--- src/rtl/pool_downsample.sv ---
// Purpose : streaming FACTORxFACTOR window pooler (decimate / max / min) for a
//           raster-scanned IMG_W x IMG_H frame; one accumulator per output column.
// Latency : one clock from the last pixel of a window to out_vld.
// Backpressure: none; accepts one pixel per in_vld cycle, every out_vld pulse
//           must be consumed by the downstream block.
//
// Ports:
//   clk, rst_n        rising-edge clock, asynchronous active-low reset
//   sync_clr          synchronous frame resync (beats counters, mode, out_vld)
//   mode              0 decimate, 1 max, 2 min, 3 treated as decimate
//   in_data, in_vld   input pixel stream, gaps allowed
//   out_data, out_vld pooled pixel, single-cycle pulse; out_data is 0 when idle
//   out_sof, out_eof  first / last output pixel of the frame
//   out_col, out_row  output pixel coordinates, meaningful only with out_vld
module pool_downsample #(
  parameter int DATA_W = 1,
  parameter int IMG_W  = 112,
  parameter int IMG_H  = 112,
  parameter int FACTOR = 4,
  localparam int OUT_W = IMG_W / FACTOR,
  localparam int OUT_H = IMG_H / FACTOR,
  localparam int COL_W = (OUT_W > 1) ? $clog2(OUT_W) : 1,
  localparam int ROW_W = (OUT_H > 1) ? $clog2(OUT_H) : 1
) (
  input  logic              clk,
  input  logic              rst_n,
  input  logic              sync_clr,
  input  logic [1:0]        mode,
  input  logic [DATA_W-1:0] in_data,
  input  logic              in_vld,
  output logic [DATA_W-1:0] out_data,
  output logic              out_vld,
  output logic              out_sof,
  output logic              out_eof,
  output logic [COL_W-1:0]  out_col,
  output logic [ROW_W-1:0]  out_row
);

  localparam int K_W = $clog2(FACTOR);

  localparam logic [K_W-1:0]   K_LAST  = K_W'(FACTOR - 1);
  localparam logic [COL_W-1:0] WC_LAST = COL_W'(OUT_W - 1);
  localparam logic [ROW_W-1:0] WR_LAST = ROW_W'(OUT_H - 1);

  // The raster position is kept split into window index and window-local
  // offset, so col_cnt = wc*FACTOR + kx and row_cnt = wr*FACTOR + ky without
  // any divider in the datapath.
  logic [K_W-1:0]   kx;
  logic [K_W-1:0]   ky;
  logic [COL_W-1:0] wc;
  logic [ROW_W-1:0] wr;

  logic [1:0] mode_q;

  // One entry per output column, reused for every band of FACTOR lines.
  logic [DATA_W-1:0] acc [OUT_W];

  logic              beat;
  logic              kx_last;
  logic              ky_last;
  logic              wc_last;
  logic              wr_last;
  logic              first_px;
  logic              seed;
  logic              emit;
  logic              is_max;
  logic              is_min;
  logic [DATA_W-1:0] acc_rd;
  logic [DATA_W-1:0] pooled;

  // sync_clr wins over in_vld: the pixel presented with it is dropped.
  assign beat     = in_vld && !sync_clr;

  assign kx_last  = (kx == K_LAST);
  assign ky_last  = (ky == K_LAST);
  assign wc_last  = (wc == WC_LAST);
  assign wr_last  = (wr == WR_LAST);
  assign first_px = (kx == '0) && (ky == '0) && (wc == '0) && (wr == '0);
  assign seed     = (kx == '0) && (ky == '0);
  assign emit     = kx_last && ky_last;

  // Reserved mode 3 falls through to decimate.
  assign is_max   = (mode_q == 2'd1);
  assign is_min   = (mode_q == 2'd2);

  // acc is a register file: a write on one edge is visible to the read on the
  // next beat, which is exactly what back-to-back pixels of one window need.
  assign acc_rd   = acc[wc];

  always_comb begin
    pooled = acc_rd;
    if (is_max) begin
      pooled = (in_data > acc_rd) ? in_data : acc_rd;
    end else if (is_min) begin
      pooled = (in_data < acc_rd) ? in_data : acc_rd;
    end
  end

  // Accumulator storage carries no reset: every window is seeded by its
  // top-left pixel before it is ever read for a result.
  always_ff @(posedge clk) begin
    if (beat) begin
      acc[wc] <= seed ? in_data : pooled;
    end
  end

  // Raster position counters.
  always_ff @(posedge clk or negedge rst_n) begin
    if (!rst_n) begin
      kx <= '0;
      ky <= '0;
      wc <= '0;
      wr <= '0;
    end else if (sync_clr) begin
      kx <= '0;
      ky <= '0;
      wc <= '0;
      wr <= '0;
    end else if (in_vld) begin
      if (!kx_last) begin
        kx <= kx + K_W'(1);
      end else begin
        kx <= '0;
        if (!wc_last) begin
          wc <= wc + COL_W'(1);
        end else begin
          // End of an input line.
          wc <= '0;
          if (!ky_last) begin
            ky <= ky + K_W'(1);
          end else begin
            ky <= '0;
            wr <= wr_last ? '0 : wr + ROW_W'(1);
          end
        end
      end
    end
  end

  // Mode is sampled on the first pixel of a frame and held for the whole frame.
  always_ff @(posedge clk or negedge rst_n) begin
    if (!rst_n) begin
      mode_q <= 2'd0;
    end else if (sync_clr) begin
      mode_q <= 2'd0;
    end else if (in_vld && first_px) begin
      mode_q <= mode;
    end
  end

  // Output register: data is zeroed whenever no pulse is issued.
  always_ff @(posedge clk or negedge rst_n) begin
    if (!rst_n) begin
      out_vld  <= 1'b0;
      out_data <= '0;
      out_sof  <= 1'b0;
      out_eof  <= 1'b0;
      out_col  <= '0;
      out_row  <= '0;
    end else begin
      out_vld  <= beat && emit;
      out_data <= (beat && emit) ? pooled : '0;
      out_sof  <= beat && emit && (wc == '0) && (wr == '0);
      out_eof  <= beat && emit && wc_last && wr_last;
      if (beat && emit) begin
        out_col <= wc;
        out_row <= wr;
      end
    end
  end

endmodule
--- config.mk ---
export PLATFORM = sky130hd
export DESIGN_NAME = pool_downsample
export DESIGN_NICKNAME = d
export VERILOG_FILES = /design/src/rtl/pool_downsample.sv
export SDC_FILE = /design/constraint.sdc
export NUM_CORES = 1
export LEC_CHECK = 0
export BUFFER_PORTS_ARGS = -buffer_cell sky130_fd_sc_hd__buf_2
export CORE_ASPECT_RATIO = 1.4
export CORE_MARGIN = 2
export CORE_UTILIZATION = 38
export CTS_CLUSTER_DIAMETER = 40
export DETAILED_ROUTE_END_ITERATION = 6
export GPL_ROUTABILITY_DRIVEN = 0
export MAX_ROUTING_LAYER = met4
export PLACE_DENSITY_LB_ADDON = 0.1
export SETUP_SLACK_MARGIN = 0.15
export SLEW_MARGIN = 20
export SYNTH_ARGS = -nofsm -noshare
export SYNTH_HDL_FRONTEND = slang
export SYNTH_SLANG_ARGS = --single-unit
--- constraint.sdc ---
create_clock -name clk -period 2.62 [get_ports clk]
set_input_delay 0.262 -clock clk [delete_from_list [all_inputs] [get_ports clk]]
set_output_delay 0.262 -clock clk [all_outputs]
set_load 0.03 [all_outputs]
==> results of run 1 <==
[flip-flops by register name, indices dropped and copies added (netlist names), 2 cells and up]
| register | flops |
|---|---|
| wr | 5 |
| out_row | 5 |
| mode_q | 2 |
| wc | 5 |
| out_col | 5 |
| acc | 28 |
| ky | 2 |
| kx | 2 |
[tightest hold or removal path, delay by kind of cell]
kind,cells,cell delay (ns)
multiplexers,1,0.05
buffers and inverters,1,0.08
AND/OR/NAND/NOR,1,0.08
[power groups by stage]
stage          Combinational [W]  Clock [W]  Sequential (W)
2_1_floorplan          0.0000522          0        0.000998
3_3_place_gp           0.0000838          0         0.00100
3_5_place_dp           0.0000838          0         0.00100
4_1_cts                0.0000898   0.000812        0.000981
5_1_grt                 0.000100   0.000844        0.000982
6_report               0.0000860   0.000794        0.000981
[cell type report]
class,count,area (sq um)
flip-flops and latches,58,1590
well taps,95,119
clock inverters,6,50.0
multi-input cells,179,1070
clock buffers,10,149
fillers,685,3770
inverters,12,45.0
repair buffers,37,230
[per-stage QoR]
stage	power, W	hold slack (ns)	utilization	instance area (sq um)
CTS	0.00188	0.165	0.463	3260
global placement	0.00108	0.346	0.433	3040
global route	0.00193	0.205	0.463	3260
floorplan	0.00105	-0.0336	-	2780
detailed placement	0.00108	0.346	0.433	3040
finish	0.00186	0.168	0.463	3260
[path summary, 6_finish.rpt]
check / start / end / cells after the start
hold reg to reg: out_row[4] / out_row[4] / 2
min in group asynchronous: rst_n / kx[1] / 2
setup / recovery: wc[4] / acc[8] / 6
max in group asynchronous: rst_n / wc[2] / 2
hold / removal: mode[1] / mode_q[1] / 3
setup reg to reg: wc[4] / acc[8] / 6
[Yosys cell counts (4+ instances only)]
cell and number:
a21oi_1 11, buf_2 5, dfrtp_1 30, edfxtp_1 28, ha_1 10, inv_1 12, mux2i_1 15, nand2_1 35
nand3_1 6, nor2_1 48, nor2b_1 4, nor3_1 6, o21ai_0 9
[logic make-up after synthesis]
family          after synthesis  share of synthesized area
fa+ha+maj                    10                     0.0451
simple gates                123                      0.209
buf+inv                      24                     0.0442
mux                          17                     0.0663
xor+xnor                      2                    0.00632
compound gates               27                     0.0546
flops                        58                      0.574
[layout by cell type, fill, tap and decap left out, types with 2 or more instances in the layout]
cell / count
clkbuf_8: 9
ha_1: 10
nand4_1: 2
inv_1: 12
nor3b_1: 2
mux2i_1: 15
o21ai_0: 9
nand3_1: 6
nor2_1: 48
nor2b_1: 4
nor3_1: 6
nand2_1: 35
nand3b_1: 2
dfrtp_1: 30
nand2b_1: 2
buf_4: 16
or3_1: 3
o22ai_1: 2
xnor2_1: 2
nor2_2: 2
clkinv_4: 4
buf_2: 20
a21oi_1: 11
edfxtp_1: 28
or3b_1: 2
clkinvlp_4: 2
[timing repair]
action | 4_1_cts | 5_1_grt
endpoints found under the setup margin | 28 | 0
buffers inserted | 0 | 0
hold endpoints to repair | 30 | 0
gates resized for setup | 1 | 0
hold buffers | 1 | 0
[metal layers]
layer,GRT usage,up-vias,wire [um]
met5,-,-,0
met4,0.0740,0,103
met3,0.0285,10,120
met2,0.274,16,2970
met1,0.189,901,2540
li1,-,968,-
==> impl_metrics.tcl, run 1 <==
set metrics [dict create \
    antenna_found_initial 0 \
    vias_per_cell 4.77 \
    async_reset_ff_frac 0.517 \
    ioPinCount 21 \
    cts_sinks 58 \
    peakVddDrop_mv 0.316 \
    ys_seq_elements 58 \
    cp_cell_sequence "or3b_1 > o22ai_1 > nor4_1 > nor2_2 > nor2_1 > o22ai_4" \
    clockBufferDepth 2 \
    synth.avg_cell_area_sq_um 10.6 \
    power_density_nw_per_um2 571 \
    cp_max_fo 28 \
    p_sw_frac 0.242 \
    hold_path_class "in2reg" \
    dieHeight_um 105 \
    finalMaxSlewViolations 0 \
    drt_wl_total_um 5730 \
    critPathKind "reg2reg" \
    worst_slack_ns 0.446 \
    num_rows 36 \
    dp_hpwl_um 4110 \
    dieArea_sq_um 8010 \
    path_delay_family "simple AND/OR/NAND/NOR gates" \
    setup_violations 0 \
    critPathMaxStageDelay_ns 0.48 \
    nets 314 \
    insertion_delay_ns 0.34 \
    post_drt_wl_per_cell_um 14.4 \
    ant_nets 0 \
    coreArea_sq_um 7030 \
    skew_ns 0.0114 \
    internal_power_w 0.00141 \
    portBuffers 20 \
    post-place-ws_ns 0.147 \
    finalHoldViolations 0 \
    synth-edff-count 28 \
    num_vias 1895 \
    seq_area_frac_synth 0.574 \
    grt_max_degree 31 \
    yosysTopAreaCellShare 0.303 \
    place_inst 380 \
    p_clk_frac 0.427 \
    synthCells 261 \
    synth_cell_types 40 \
    grt_pass1_wl_um 9610 \
    die_x_um 76.2 \
    grt_setup_unrepaired "false" \
    cts-root-buf "clkbuf_8" \
    p_switching_w 0.000451 \
    drive_gt1_frac 0.199 \
    startpoint_type "flop" \
    cts_buffers 9 \
    drc_errors 0 \
    fin_tns_setup_ns 0 \
    yosysTopAreaCell "edfxtp_1" \
    ys.flop_type "dfrtp_1" \
    initial_core_util 0.395 \
    required_ns 2.67 \
    ys_top_cells_by_area "edfxtp_1 30%, dfrtp_1 27%, nor2_1 6.5%" \
    overflow 0 \
    clk_pin_slew_worst_paths_ns 0.07 \
    fin_crit_ns 2.17 \
    cts_tree "built" \
    leakagePower_nw 1.36 \
    synth.cell_area_sq_um 2770 \
    crit_slowest_cell "o22ai_4" \
    post-route-period-util 0.830 \
    drt-pass1-iter-count 4 \
    yosys_warnings 0 \
    drv_cap 0 \
    first_iter_violations 85 \
    n_antenna_cell 0 \
    tightest_slew_ns 0.682 \
    endpoint_kind "flop" \
    status "finished, final reports clean" \
    max_freq_ghz 0.460 \
    grt_pass1_vias 1882 \
    power_frac_comb 0.046 \
    grtUsageTotal 0.162 \
    path_buf_inv 0 \
    seqPwrFrac 0.527 \
    worstPathArrival_ns 2.22 \
    area_delta_synth_final_pct 17.5 \
    timing.slew.headroom 0.545 \
    fin_cells 397 \
    synthesis.nets 278 \
    r2r_setup_slack_ns 0.45 \
    cts.htree.levels 3 \
]
(Power assumes the default switching activity.)
==> run 2, diff against run 1 <==
Clock period 2.62 ns to 1.88 ns, I/O delays scaled along.
==> impl_metrics.tcl, run 2 (synthesis gave the netlist of run 1 again) <==
set metrics [dict create \
    status "finished with violations" \
    violations "negative setup slack" \
    grtUsageTotal 0.167 \
    regMostFlops "acc" \
    worst_hold_slack_ns 0.0968 \
    finalMaxSlewViolations 0 \
    worstPathArrival_ns 2.03 \
    critPathMaxStageDelay_ns 0.43 \
    finalHoldViolations 0 \
    drt_wl_total_um 5870 \
    cp_max_fo 20 \
    critPathKind "reg2reg" \
    cts_setup_buffers 0 \
    grt_pass1_wl_um 10100 \
    antenna_found_initial 0 \
    first_iter_violations 126 \
    endpoint_kind "flop" \
    skew_ns 0.00519 \
    initial_core_util 0.395 \
    post_drt_wl_per_cell_um 14.6 \
    crit_slowest_cell "dfrtp_1" \
    leakagePower_nw 1.44 \
    timing.slew.headroom 0.553 \
    coreArea_sq_um 7030 \
    vias_per_cell 4.90 \
    cts_sinks 58 \
    peakVddDrop_mv 0.460 \
    place_inst 384 \
    setup_violations 28 \
    fin_cells 401 \
    die_x_um 76.2 \
    worst_slack_ns -0.0820 \
    dieArea_sq_um 8010 \
    dieHeight_um 105 \
    cts.htree.levels 3 \
    ioPinCount 21 \
    hold_path_class "in2reg" \
    layout_common_cells "47 x nor2_1, 33 x nand2_1, 28 x edfxtp_1" \
    clockBufferDepth 2 \
    clk_pin_slew_worst_paths_ns 0.06 \
    drt-pass1-iter-count 4 \
    cts-root-buf "clkbuf_8" \
    drc_errors 0 \
    layout_commonest_cell "nor2_1" \
    dp_hpwl_um 4230 \
    power_density_nw_per_um2 798 \
    final_cell_area_sq_um 3420 \
    portBuffers 20 \
    largest_reg_flops 28 \
    n_antenna_cell 0 \
    post-route-period-util 1.04 \
    cts_tree "built" \
    grt_max_degree 31 \
    r2r_setup_slack_ns -0.08 \
    startpoint_type "flop" \
    overflow 0 \
    drive_gt1_frac 0.255 \
    hold_depth 2 \
    max_freq_ghz 0.510 \
    fin_crit_ns 1.96 \
    area_delta_synth_final_pct 23.3 \
    grt_setup_unrepaired "true" \
    nets 318 \
    final_util 0.487 \
    tightest_slew_ns 0.671 \
    num_rows 36 \
    reg2regPathDepth 7 \
    insertion_delay_ns 0.32 \
    dpl_cell_area_sq_um 3120 \
    cp_cell_sequence "mux2_4 > or3_1 > nand4_1 > o311ai_4 > nor2_2 > o22ai_4 > buf_12" \
    total_power_w 0.00273 \
    cts_buffers 9 \
    required_ns 1.95 \
    num_vias 1963 \
    ant_nets 0 \
    drv_cap 0 \
    grt_pass1_vias 2004 \
]
==> run 2: worst max-delay path: cells and delay by family (launching register included) <==
family,cells,cell delay (ns)
flops,1,0.43
buf+inv,1,0.16
compound gates,2,0.22
simple gates,3,0.58
mux,1,0.31
==> run 2: report_power, final <==
part	switching, W	internal, W
combinational	0.0000890	0.0000608
sequential	0.00000706	0.00136
clock	0.000482	0.000730
total	0.000578	0.00215
==> run 2: cell type report <==
cell class / instances / area [sq um]
Fill cell: 704 / 3610
Sequential cell: 58 / 1600
Multi-Input combinational cell: 179 / 1150
Timing Repair Buffer: 41 / 305
Clock buffer: 9 / 124
Tap cell: 95 / 119
Clock inverter: 7 / 83.8
Inverter: 12 / 45.0
==> run 2: what timing repair did <==
item / 4_1_cts / 5_1_grt
hold buffers: 1 / 0
endpoints found under the hold margin: 30 / 0
pin swaps: 2 / 1
gates resized for setup: 8 / 12
gates cloned: 0 / 0
endpoints found under the setup margin: 34 / 49
==> run 2: final timing paths <==
path | startpoint | to
min in group asynchronous | rst_n | out_row[2]
min | sync_clr | wc[4]
min reg2reg | out_row[4] | out_row[4]
max | wc[2] | acc[19]
max in group asynchronous | rst_n | wc[0]
max reg2reg | wc[2] | acc[19]
==> run 2: stage by stage <==
step | setup WS [ns] | setup TNS [ns]
global route | -0.170 | -4.51
CTS | -0.0907 | -2.46
global placement | -0.0787 | -2.11
detailed placement | -0.100 | -2.80
floorplan | -0.0707 | -1.98
finish | -0.0820 | -2.16
==> run 2: routing by layer <==
metal / routed length, um / vias up / global-route usage
met5: 0 / - / -
met3: 171 / 6 / 0.0509
met4: 89 / 0 / 0.0610
li1: - / 977 / -
met1: 2620 / 951 / 0.192
met2: 2990 / 29 / 0.275
